**src/rtl/grid_io_multi_cfg_if.sv**
```systemverilog
// Bundle of the configuration-chain and pad/fabric signals of one IO tile.
// The master side drives the chain and the pad/fabric inputs. The slave side is the tile itself.
interface grid_io_multi_cfg_if #(
    parameter int NUM_IO = 4
);
    logic              ccff_en;
    logic              ccff_head;
    logic              ccff_tail;
    logic              ccff_commit;
    logic              cfg_done;
    logic              cfg_err;
    logic [NUM_IO-1:0] gfpga_pad_EMBEDDED_IO_SOC_IN;
    logic [NUM_IO-1:0] gfpga_pad_EMBEDDED_IO_SOC_OUT;
    logic [NUM_IO-1:0] gfpga_pad_EMBEDDED_IO_SOC_DIR;
    logic [NUM_IO-1:0] right_pin_outpad;
    logic [NUM_IO-1:0] right_pin_inpad;

    modport master (
        output ccff_en, ccff_head, ccff_commit,
        output gfpga_pad_EMBEDDED_IO_SOC_IN, right_pin_outpad,
        input  ccff_tail, cfg_done, cfg_err,
        input  gfpga_pad_EMBEDDED_IO_SOC_OUT, gfpga_pad_EMBEDDED_IO_SOC_DIR, right_pin_inpad
    );

    modport slave (
        input  ccff_en, ccff_head, ccff_commit,
        input  gfpga_pad_EMBEDDED_IO_SOC_IN, right_pin_outpad,
        output ccff_tail, cfg_done, cfg_err,
        output gfpga_pad_EMBEDDED_IO_SOC_OUT, gfpga_pad_EMBEDDED_IO_SOC_DIR, right_pin_inpad
    );
endinterface

```
**src/rtl/grid_io_multi_cfg.sv**
```systemverilog
// IO tile with NUM_IO pad channels. Each channel is configured as {reg, inv, dir}.
// The configuration shifts serially into a shadow chain. It is copied into the live (active)
// configuration only when a commit arrives after exactly L shifts, so the pads never see a
// partially loaded configuration.
module grid_io_multi_cfg #(
    parameter int NUM_IO = 4
) (
    input  logic               prog_clk,
    input  logic               prog_reset_n,
    grid_io_multi_cfg_if.slave bus
);
    localparam int CFG_BITS = 3;
    localparam int L        = NUM_IO * CFG_BITS;
    localparam int CW       = $clog2(L + 2);
    localparam logic [CW-1:0] C_LEN  = CW'(L);
    localparam logic [CW-1:0] C_OVER = CW'(L + 1);

    typedef enum logic [1:0] {S_IDLE, S_LOAD, S_ARMED} state_t;

    state_t            r_state;
    state_t            w_state_nxt;
    logic [CW-1:0]     r_count;
    logic [CW-1:0]     w_count_nxt;
    logic              w_commit_ok;
    logic              w_commit_bad;
    logic              r_cfg_done;
    logic              r_cfg_err;
    logic [L-1:0]      r_shadow;
    logic [L-1:0]      r_active;
    logic [NUM_IO-1:0] w_dir;
    logic [NUM_IO-1:0] w_inv;
    logic [NUM_IO-1:0] w_reg;
    logic [NUM_IO-1:0] w_o;
    logic [NUM_IO-1:0] w_i;
    logic [NUM_IO-1:0] r_oq;
    logic [NUM_IO-1:0] r_iq;

    // Count-driven load FSM: a shift takes priority over a simultaneous commit
    always_comb begin
        w_state_nxt  = r_state;
        w_count_nxt  = r_count;
        w_commit_ok  = 1'b0;
        w_commit_bad = 1'b0;
        if (bus.ccff_en) begin
            w_count_nxt = (r_count == C_OVER) ? C_OVER : r_count + 1'b1;
            w_state_nxt = (w_count_nxt == C_LEN) ? S_ARMED : S_LOAD;
        end else if (bus.ccff_commit) begin
            w_count_nxt = '0;
            w_state_nxt = S_IDLE;
            if (r_state == S_ARMED) begin
                w_commit_ok = 1'b1;
            end else begin
                w_commit_bad = 1'b1;
            end
        end
    end

    // FSM state, shift count, and the done pulse / sticky error flags
    always_ff @(posedge prog_clk) begin
        if (!prog_reset_n) begin
            r_state    <= S_IDLE;
            r_count    <= '0;
            r_cfg_done <= 1'b0;
            r_cfg_err  <= 1'b0;
        end else begin
            r_state    <= w_state_nxt;
            r_count    <= w_count_nxt;
            r_cfg_done <= w_commit_ok;
            if (w_commit_ok) begin
                r_cfg_err <= 1'b0;
            end else if (w_commit_bad) begin
                r_cfg_err <= 1'b1;
            end
        end
    end

    // Shadow chain: a commit does not clear it; it changes only on a shift or a reset
    always_ff @(posedge prog_clk) begin
        if (!prog_reset_n) begin
            r_shadow <= '0;
        end else if (bus.ccff_en) begin
            r_shadow <= {r_shadow[L-2:0], bus.ccff_head};
        end
    end

    // Active configuration: all channels switch together on a good commit
    always_ff @(posedge prog_clk) begin
        if (!prog_reset_n) begin
            r_active <= '0;
        end else if (w_commit_ok) begin
            r_active <= r_shadow;
        end
    end

    // Unpack the active configuration into per-channel fields and apply the polarity
    always_comb begin
        w_dir = '0;
        w_inv = '0;
        w_reg = '0;
        for (int k = 0; k < NUM_IO; k++) begin
            w_dir[k] = r_active[CFG_BITS*k];
            w_inv[k] = r_active[CFG_BITS*k+1];
            w_reg[k] = r_active[CFG_BITS*k+2];
        end
        w_o = bus.right_pin_outpad ^ w_inv;
        w_i = bus.gfpga_pad_EMBEDDED_IO_SOC_IN ^ w_inv;
    end

    // Pad registers sample every cycle; they are used only by channels with reg=1
    always_ff @(posedge prog_clk) begin
        if (!prog_reset_n) begin
            r_oq <= '0;
            r_iq <= '0;
        end else begin
            r_oq <= w_o;
            r_iq <= w_i;
        end
    end

    assign bus.ccff_tail                     = r_shadow[L-1];
    assign bus.cfg_done                      = r_cfg_done;
    assign bus.cfg_err                       = r_cfg_err;
    assign bus.gfpga_pad_EMBEDDED_IO_SOC_DIR = w_dir;
    assign bus.gfpga_pad_EMBEDDED_IO_SOC_OUT = w_dir & ((w_reg & r_oq) | (~w_reg & w_o));
    assign bus.right_pin_inpad               = ~w_dir & ((w_reg & r_iq) | (~w_reg & w_i));

endmodule

```
**src/flat_wrapper.sv**
```systemverilog
// flat-port wrapper written by rule: the top's interface ports become plain ports
module grid_io_multi_cfg_flat 
#(
    parameter int NUM_IO = 4
)
  (prog_clk, prog_reset_n, bus_ccff_en, bus_ccff_head, bus_ccff_commit, bus_gfpga_pad_EMBEDDED_IO_SOC_IN, bus_right_pin_outpad, bus_ccff_tail, bus_cfg_done, bus_cfg_err, bus_gfpga_pad_EMBEDDED_IO_SOC_OUT, bus_gfpga_pad_EMBEDDED_IO_SOC_DIR, bus_right_pin_inpad);
  grid_io_multi_cfg_if #(.NUM_IO(NUM_IO)) bus_i ();
  input  logic prog_clk;
  input  logic prog_reset_n;
  input wire logic [$bits(bus_i.ccff_en)-1:0] bus_ccff_en;
  input wire logic [$bits(bus_i.ccff_head)-1:0] bus_ccff_head;
  input wire logic [$bits(bus_i.ccff_commit)-1:0] bus_ccff_commit;
  input wire logic [$bits(bus_i.gfpga_pad_EMBEDDED_IO_SOC_IN)-1:0] bus_gfpga_pad_EMBEDDED_IO_SOC_IN;
  input wire logic [$bits(bus_i.right_pin_outpad)-1:0] bus_right_pin_outpad;
  output wire logic [$bits(bus_i.ccff_tail)-1:0] bus_ccff_tail;
  output wire logic [$bits(bus_i.cfg_done)-1:0] bus_cfg_done;
  output wire logic [$bits(bus_i.cfg_err)-1:0] bus_cfg_err;
  output wire logic [$bits(bus_i.gfpga_pad_EMBEDDED_IO_SOC_OUT)-1:0] bus_gfpga_pad_EMBEDDED_IO_SOC_OUT;
  output wire logic [$bits(bus_i.gfpga_pad_EMBEDDED_IO_SOC_DIR)-1:0] bus_gfpga_pad_EMBEDDED_IO_SOC_DIR;
  output wire logic [$bits(bus_i.right_pin_inpad)-1:0] bus_right_pin_inpad;
  assign bus_i.ccff_en = bus_ccff_en;
  assign bus_i.ccff_head = bus_ccff_head;
  assign bus_i.ccff_commit = bus_ccff_commit;
  assign bus_i.gfpga_pad_EMBEDDED_IO_SOC_IN = bus_gfpga_pad_EMBEDDED_IO_SOC_IN;
  assign bus_i.right_pin_outpad = bus_right_pin_outpad;
  assign bus_ccff_tail = bus_i.ccff_tail;
  assign bus_cfg_done = bus_i.cfg_done;
  assign bus_cfg_err = bus_i.cfg_err;
  assign bus_gfpga_pad_EMBEDDED_IO_SOC_OUT = bus_i.gfpga_pad_EMBEDDED_IO_SOC_OUT;
  assign bus_gfpga_pad_EMBEDDED_IO_SOC_DIR = bus_i.gfpga_pad_EMBEDDED_IO_SOC_DIR;
  assign bus_right_pin_inpad = bus_i.right_pin_inpad;
  grid_io_multi_cfg #(.NUM_IO(NUM_IO)) u_core (.prog_clk(prog_clk), .prog_reset_n(prog_reset_n), .bus(bus_i));
endmodule
```
**config.mk**
```make
export PLATFORM = sky130hd
export DESIGN_NAME = grid_io_multi_cfg_flat
export DESIGN_NICKNAME = d
export VERILOG_FILES = /design/src/rtl/grid_io_multi_cfg_if.sv /design/src/rtl/grid_io_multi_cfg.sv /design/src/flat_wrapper.sv
export SDC_FILE = /design/constraint.sdc
export NUM_CORES = 1
export LEC_CHECK = 0
export BUFFER_PORTS_ARGS = -buffer_cell sky130_fd_sc_hd__buf_4
export CORE_MARGIN = 3
export CORE_UTILIZATION = 57
export CTS_BUF_LIST = sky130_fd_sc_hd__clkbuf_2 sky130_fd_sc_hd__clkbuf_4 sky130_fd_sc_hd__clkbuf_8
export DETAILED_ROUTE_END_ITERATION = 12
export PLACE_DENSITY = 0.84
export SYNTH_ARGS = -nofsm -noshare
export SYNTH_HDL_FRONTEND = slang
export SYNTH_SLANG_ARGS = --single-unit
```
**constraint.sdc**
```tcl
create_clock -name prog_clk -period 1.6 [get_ports prog_clk]
set_clock_uncertainty 0.1 [all_clocks]
set_input_delay 0.16 -clock prog_clk [delete_from_list [all_inputs] [get_ports prog_clk]]
set_output_delay 0.16 -clock prog_clk [all_outputs]
set_load 0.02 [all_outputs]
```
Yosys cells after proc, flatten, opt, wreduce, memory -nomap -nowiden

Cells that the tools add are included.
W data, S select, Z words.

$add $sub $neg: 1
Reduce and logical (&&, ||, !) cells: 2
Eq/ne operators: 3
Bitwise logic cells: 13
Muxes and demuxes: 12

Operators with widths:

| operator              | count |
|---|---|
| $and A4 B4 Y4         | 6 |
| $mux W4               | 3 |
| $eq A4 B4 Y1 const B  | 2 |
| $not A4 Y4            | 2 |
| $or A4 B4 Y4          | 2 |
| $xor A4 B4 Y4         | 2 |
| $mux W1               | 6 |
| $mux W2               | 3 |
| $add A4 B1 Y4 const B | 1 |
| $eq A2 B2 Y1 const B  | 1 |
| $reduce_bool A2 Y1    | 1 |
| $reduce_or A2 Y1      | 1 |
| $not A1 Y1            | 1 |

Input port bits: 13
Output and inout bits: 15
Bits in registers: 40

Logic depth before layout (Yosys ltp)

Gate-level depths: netlist of run 1.

Word-level depth: 5
Mapped depth: 5
Mapped depth without buffers: 3

Worst setup path after synthesis of run 1

Ideal clock, no wire load.

Path kind: register to register
Start point: register u_core.r_state[0]
End point: register u_core.r_active[10]
Setup time: 117 ps
Slack: 380 ps
Arrival: 1003 ps
Cell stages (with the launch flop): 5
Cell sequence: dfxtp_1 -> and4bb_4 -> and2_4 -> buf_6 -> a22o_1

Cells in the longest elaborated chain, start to end: 4

Ends and longest elaborated chain:

| item                   | RTL line                | RTL |
|---|---|---|
| from (decl)            | grid_io_multi_cfg.sv:20 | `state_t r_state;` |
| from (signal assigned) | grid_io_multi_cfg.sv:66 | `r_state <= w_state_nxt;` |
| $eq A2 B2 Y1           | grid_io_multi_cfg.sv:50 | `if (r_state == S_ARMED) begin` |
| $mux W1                | grid_io_multi_cfg.sv:50 |  |
| $mux W1                | grid_io_multi_cfg.sv:47 | `end else if (bus.ccff_commit) begin` |
| $mux W1                | grid_io_multi_cfg.sv:44 | `if (bus.ccff_en) begin` |
| to (signal assigned)   | grid_io_multi_cfg.sv:91 | `r_active <= r_shadow;` |
| to (decl)              | grid_io_multi_cfg.sv:29 | `logic [L-1:0] r_active;` |

No other way between the ends.
A chain may end at the register's enable or synchronous reset.

Worst setup path in the final report of run 1

Start point: register u_core.r_active[7]
End point: output bus_gfpga_pad_EMBEDDED_IO_SOC_OUT[2]

Cells in the longest elaborated chain, start to end: 4

Ends and longest elaborated chain:

| item          | RTL line                 | RTL |
|---|---|---|
| $xor A4 B4 Y4 | grid_io_multi_cfg.sv:105 | `w_o = bus.right_pin_outpad ^ w_inv;` |
| $and A4 B4 Y4 | grid_io_multi_cfg.sv:124 | `assign bus.gfpga_pad_EMBEDDED_IO_SOC_OUT = w_dir & ((w_reg & r_oq) \| (~w_reg & w_o));` |
| $or A4 B4 Y4  | grid_io_multi_cfg.sv:124 |  |
| $and A4 B4 Y4 | grid_io_multi_cfg.sv:124 |  |
| to (decl)     | flat_wrapper.sv:18       | `output wire logic [$bits(bus_i.gfpga_pad_EMBEDDED_IO_SOC_OUT)-1:0] bus_gfpga_pad_EMBEDDED_IO_SOC_OUT;` |

No other way between the ends.

==> flow_summary.toml, run 1 <==
[run_status]
status = "completed"

[place]
place_ws_ns = 0.257
placed_area_um2 = 1810
portBuffers = 27
dp.cells = 203
dpl.hpwl_mm = 1.96
place.gp.congestion = 0.699

[critical_path]
endpoint_kind = "output pin"
crit_arrival_ns = 1.25
crit_fanout = 3
cpPeakStageDelay_ns = 0.36
criticalPathCategory = "reg -> out"
path_cells = "xnor2_2 -> o21ai_0 -> and2_1 -> buf_4"
cp_slowest_cell = "dfxtp_2"
r2r_start = "u_core.r_state[0]$_SDFFE_PN0P_"
worstReg2RegEnd = "u_core.r_active[4]$_SDFFE_PN0P_"
regToRegSetupSlack_ns = 0.25
startpoint_type = "flip-flop"
required_ns = 1.34
rr_worst_depth = 3

[floorplanning]
die_w_um = 59.6
core_area_um2 = 2590
start_util = 0.631
ios = 28
rows = 18
die_y_um = 59.6
dieArea_um2 = 3550

[sta]
fmax_mhz = 662
fin_ws_ns = 0.0899
finalCritPeriodShare = 0.944
slew_viol_final = 0
setup_violations = 0
finalHoldViolations = 0
hold_ws_ns = 0.00762
setup_tns_ns = 0
period_needed_ns = 1.51
slew_headroom = 0.658
max_slew.worst_pin.slew_ns = 0.511

[logic_synthesis]
yosys-top-cells-area = "dfxtp_1 (49%), mux2i_1 (9.8%), nor2b_1 (8.4%)"
synth_ff_type = "dfxtp_1"
syn_area_per_cell_um2 = 10.5
syn-num-nets = 169
synth-edff-count = 0
yosysWarnings = 0
syn_inst = 156
yosys.area.top_type = "dfxtp_1"
async_flop_share = 0
yosysUniqueCellTypes = 27
yosys_register_bits = 40
synth_top_area_frac = 0.490
ys_seq_area_frac = 0.490
synth_area_um2 = 1640

[power_and_ir_drop]
peakVddDrop_v = 0.000660
total_power_mw = 1.64
cellPowerDensity_nw_per_um2 = 867
p_leak_nw = 0.788

[cts]
htreeDepth = 2
cts_setup_buffers = 0
clock_latency_ns = 0.33
root_buffer = "clkbuf_4"
clk_pin_slew_ns = 0.10
cts_sinks = 40
cts_made_buffers = 5
cts_tree = "done"
cts_buffer_depth = 2

[route]
wirelength_mm = 2.91
routedWlPerCell_um = 13.8
drtAntennaViolNets = 0
drt-pass1-iter-count = 4
drtIter0Drc = 29
num_vias = 1158
via_per_inst = 5.49
drc_errors = 0

[grt]
grt_usage = 0.179
grt_overflow_total = 0
grt_pass1_wl_mm = 4.82
grt_max_degree = 29
grt_pass1_vias = 1119
antenna_found_initial = 0

[layout]
num-fill-cells = 189
design_area_um2 = 1890
nets = 194
fin_util = 0.731
n_antenna_cell = 0
area_delta_synth_final_pct = 15.8
fin_cells = 211
drive_above_1_share = 0.249

[min_path]
min_from = "bus_right_pin_outpad[3]"
worstHoldPathType = "in -> reg"
holdPathStages = 3
hold_end = "u_core.r_oq[3]$_SDFF_PN0_"

[flow_run]
cap_violations = 0
==> layout make-up <==
type	instances	area [µm²]	share of cell area
Timing Repair Buffer	29	220	0.116
Sequential cell	40	806	0.426
Clock inverter	1	5.00	0.00264
Clock buffer	6	45.0	0.0238
Multi-Input combinational cell	105	779	0.412
Tap cell	30	37.5	0.0198
==> logic make-up after synthesis <==
kind of cell    count (synthesis)  share of synthesized area
compound gates                 28                      0.122
simple gates                   53                      0.200
flops                          40                      0.490
mux                            16                     0.0979
xor+xnor                        8                     0.0428
buf+inv                        11                     0.0474
==> worst max-delay path, delay by kind of cell, from the launching register on <==
kind	cells	cell delay, ns
buffers and inverters	1	0.13
XOR/XNOR	1	0.14
AO/OA/AOI/OAI	1	0.15
flip-flops	1	0.36
AND/OR/NAND/NOR	1	0.15
==> synthesized netlist by cell type (all sizes together), types with 2 or more instances <==
library cell and n:
buf 9, a21oi 3, nor2b 23, mux2i 16, o21a 3, and2 9
a31oi 2, clkbuf 2, nor3b 4, a22o 12, nand2 7, xor2 4
dfxtp 40, o21ai 7, xnor2 4, nor2 4
==> worst max-delay path by stage <==
stage | startpoint | endpoint | slack, ns | depth (start not counted)
2_1_floorplan | u_core.r_state[0]$_SDFFE_PN0P_ | u_core.r_active[10]$_SDFFE_PN0P_ | 0.38 | 4
3_3_place_gp | bus_ccff_en | u_core.r_active[3]$_SDFFE_PN0P_ | 0.33 | 4
3_5_place_dp | u_core.r_state[0]$_SDFFE_PN0P_ | u_core.r_active[10]$_SDFFE_PN0P_ | 0.26 | 3
4_1_cts | u_core.r_active[10]$_SDFFE_PN0P_ | bus_gfpga_pad_EMBEDDED_IO_SOC_OUT[3] | 0.02 | 4
5_1_grt | u_core.r_active[10]$_SDFFE_PN0P_ | bus_right_pin_inpad[3] | -0.006 | 4
6_report | u_core.r_active[7]$_SDFFE_PN0P_ | bus_gfpga_pad_EMBEDDED_IO_SOC_OUT[2] | 0.09 | 4
==> flip-flops by register name, indices dropped and copies added (netlist names) <==
name / count
u_core.r_active: 12
u_core.r_shadow: 12
u_core.r_count: 4
u_core.r_iq: 4
u_core.r_oq: 4
u_core.r_state: 2
u_core.bus.cfg_done: 1
u_core.bus.cfg_err: 1
==> cell usage in the layout, fill, tap and decap left out, types with 2 or more instances in the layout <==
master	synthesis	routed
mux2i_1	16	16
a31oi_1	2	2
nor3b_1	4	4
dfxtp_1	40	36
nor2b_1	22	22
clkbuf_4	0	6
a22o_1	12	12
xor2_1	4	4
o21ai_0	7	6
o21a_1	3	3
nor2_1	4	4
nand2_1	7	7
a21oi_1	3	3
xnor2_2	0	3
buf_4	5	28
dfxtp_2	0	4
and2_1	8	8
==> where the power goes <==
part,internal [mW],switching [mW]
logic,0.0735,0.0653
clock network,0.179,0.292
registers,1.02,0.0146
total,1.27,0.372
==> layer usage <==
metal / share of wire / global-route usage
met5: 0 / 0
met3: 0.032 / 0.0458
met1: 0.46 / 0.218
met2: 0.50 / 0.306
met4: 0.013 / 0.0601
==> what timing repair did <==
item	4_1_cts	5_1_grt
endpoints found under the hold margin	0	1
hold buffers	0	1
pin swaps	1	1
gates resized for setup	1	7
endpoints found under the setup margin	1	6
Note: power is estimated with default switching activity, not from simulation.
==> run 2, diff against run 1 <==
Settings changed: CORE_UTILIZATION 57 to 45, PLACE_DENSITY 0.84 to 0.69.
==> run 2 against run 1 <==
Net effect:
- via count unchanged
- global-route usage fell by 2.1 points
- sequential share of layout area fell by 2.9 points
- register-to-register slack got worse by 0.03 ns
- maximum frequency down 3.3%
- highest routed layer unchanged
- first-iteration DRC count rose by 45%
- die area rose by 24%
- final cell count rose by 10%
- worst hold slack improved by 0.020 ns
- critical endpoint unchanged
- largest cell class is now multi-input gates
==> flow_summary.toml, run 2 (same netlist as run 1, synthesis figures left out) <==
[run_status]
status = "completed"

[min_path]
worstHoldPathType = "in -> reg"

[floorplanning]
core_area_um2 = 3420
dieArea_um2 = 4390
die_y_um = 66.3
rows = 21
die_w_um = 66.3
start_util = 0.479
ios = 28

[sta]
finalHoldViolations = 0
setup_tns_ns = 0
finalCritPeriodShare = 0.976
fmax_mhz = 641
slew_headroom = 0.792
max_slew.worst_pin.slew_ns = 0.311
rsz0062_at_grt = "true"
setup_violations = 0
slew_viol_final = 0
period_needed_ns = 1.56

[place]
dp.cells = 219
place.gp.congestion = 0.666
dpl.hpwl_mm = 2.10
portBuffers = 27

[grt]
grt_usage = 0.158
grt_overflow_total = 0
grt_pass1_vias = 1132
antenna_found_initial = 0
grt_max_degree = 29
grt_pass1_wl_mm = 5.21

[critical_path]
startpoint_type = "flip-flop"
criticalPathCategory = "reg -> out"
cpPeakStageDelay_ns = 0.39
required_ns = 1.34
endpoint_kind = "output pin"
crit_arrival_ns = 1.30
critical-path-top-delay-family = "flip-flops"
cp_slowest_cell = "dfxtp_4"
path_buf_inv = 1
path_cells = "xnor2_2 -> o21ai_2 -> and2_1 -> buf_4"
crit_fanout = 3

[layout]
area_delta_synth_final_pct = 25.4
final_cell_mix = "dfxtp_1 (36), buf_4 (27), nor2b_1 (22)"
drive_above_1_share = 0.278
n_antenna_cell = 0
fin_util = 0.600
multi_input_area_um2 = 826
nets = 199
final_common_cell = "dfxtp_1"
top_regs = "u_core.r_active (12), u_core.r_shadow (12)"
num-fill-cells = 306
area.sequential_um2 = 813
fin_cells = 233

[route]
drtIter0Drc = 42
routedWlPerCell_um = 13.9
num_vias = 1158
wirelength_mm = 3.24
drt-pass1-iter-count = 4
via_per_inst = 4.97
drc_errors = 0
drtAntennaViolNets = 0

[cts]
cts_tree = "done"
cts_made_buffers = 5
cts_sinks = 40
clock_latency_ns = 0.35
cts_setup_buffers = 0
root_buffer = "clkbuf_4"
htreeDepth = 2
clk_pin_slew_ns = 0.12
cts_buffer_depth = 2

[power_and_ir_drop]
combPwrFrac = 0.085
cellPowerDensity_nw_per_um2 = 900
p_seq_frac = 0.557
power.internal_mw = 1.42
switching_share = 0.228
total_power_mw = 1.84
power_switching_mw = 0.421
clock_power_share = 0.358
p_leak_nw = 0.832
peakVddDrop_v = 0.000548

[flow_run]
cap_violations = 0
run 2: changes by cell type in the layout (fill, tap and decap cells not counted), moves of 2 or more:
cell / delta
dfxtp_2: -3
xor2_2: +4
o21ai_0: -3
dfxtp_4: +3
o21ai_1: +2
xor2_1: -4
dlygate4sd3_1: +5
run 2: cell type report:
class,count,area share
clock buffers,5,0.0183
clock inverters,3,0.0207
multi-input cells,105,0.403
flip-flops and latches,40,0.397
well taps,46,0.0281
repair buffers,34,0.134
run 2: worst paths after layout:
| check | from | endpoint | slack, ns | cells past startpoint |
|---|---|---|---|---|
| worst max-delay path | u_core.r_active[7]$_SDFFE_PN0P_ | bus_gfpga_pad_EMBEDDED_IO_SOC_OUT[2] | 0.04 | 4 |
| worst min-delay path | bus_gfpga_pad_EMBEDDED_IO_SOC_IN[2] | u_core.r_iq[2]$_SDFF_PN0_ | 0.03 | 3 |
| worst max register to register | u_core.r_active[7]$_SDFFE_PN0P_ | u_core.r_oq[2]$_SDFF_PN0_ | 0.22 | 3 |
| worst min register to register | u_core.bus.cfg_err$_SDFFE_PP0P_ | u_core.bus.cfg_err$_SDFFE_PP0P_ | 0.40 | 1 |
run 2: worst reg2reg max path, delay by kind of cell (launching register included):
| kind | cells | cell delay (ns) |
|---|---|---|
| buf+inv | 1 | 0.58 |
| flops | 1 | 0.39 |
| xor+xnor | 1 | 0.18 |
| simple gates | 1 | 0.05 |
run 2: layer usage:
layer	GRT usage	wire, µm	up-vias
met5	0	0	-
met4	0.0939	32	0
met3	0.0442	173	6
met2	0.257	1650	25
met1	0.184	1390	536
li1	-	-	591
run 2: power by group through the flow:
| stage | combinational, mW | clock, mW | sequential (mW) |
|---|---|---|---|
| floorplan | 0.0850 | 0 | 1.05 |
| global placement | 0.130 | 0 | 1.05 |
| detailed placement | 0.136 | 0 | 1.05 |
| CTS | 0.147 | 0.674 | 1.03 |
| global route | 0.174 | 0.721 | 1.03 |
| finish | 0.157 | 0.660 | 1.03 |
run 2: stage by stage:
| stage | setup slack (ns) | instance area [µm²] | hold slack (ns) |
|---|---|---|---|
| floorplan | 0.380 | 1640 | 0.188 |
| global placement | 0.304 | 1830 | 0.320 |
| detailed placement | 0.231 | 1830 | 0.337 |
| CTS | 0.0149 | 1970 | 0.0187 |
| global route | -0.0434 | 2050 | 0.0201 |
| finish | 0.0389 | 2050 | 0.0273 |
run 2: what timing repair did:
item	CTS	global route
hold buffers	6	0
pin swaps	2	1
gates resized for setup	2	20
setup endpoints to repair	2	21
endpoints found under the hold margin	7	0
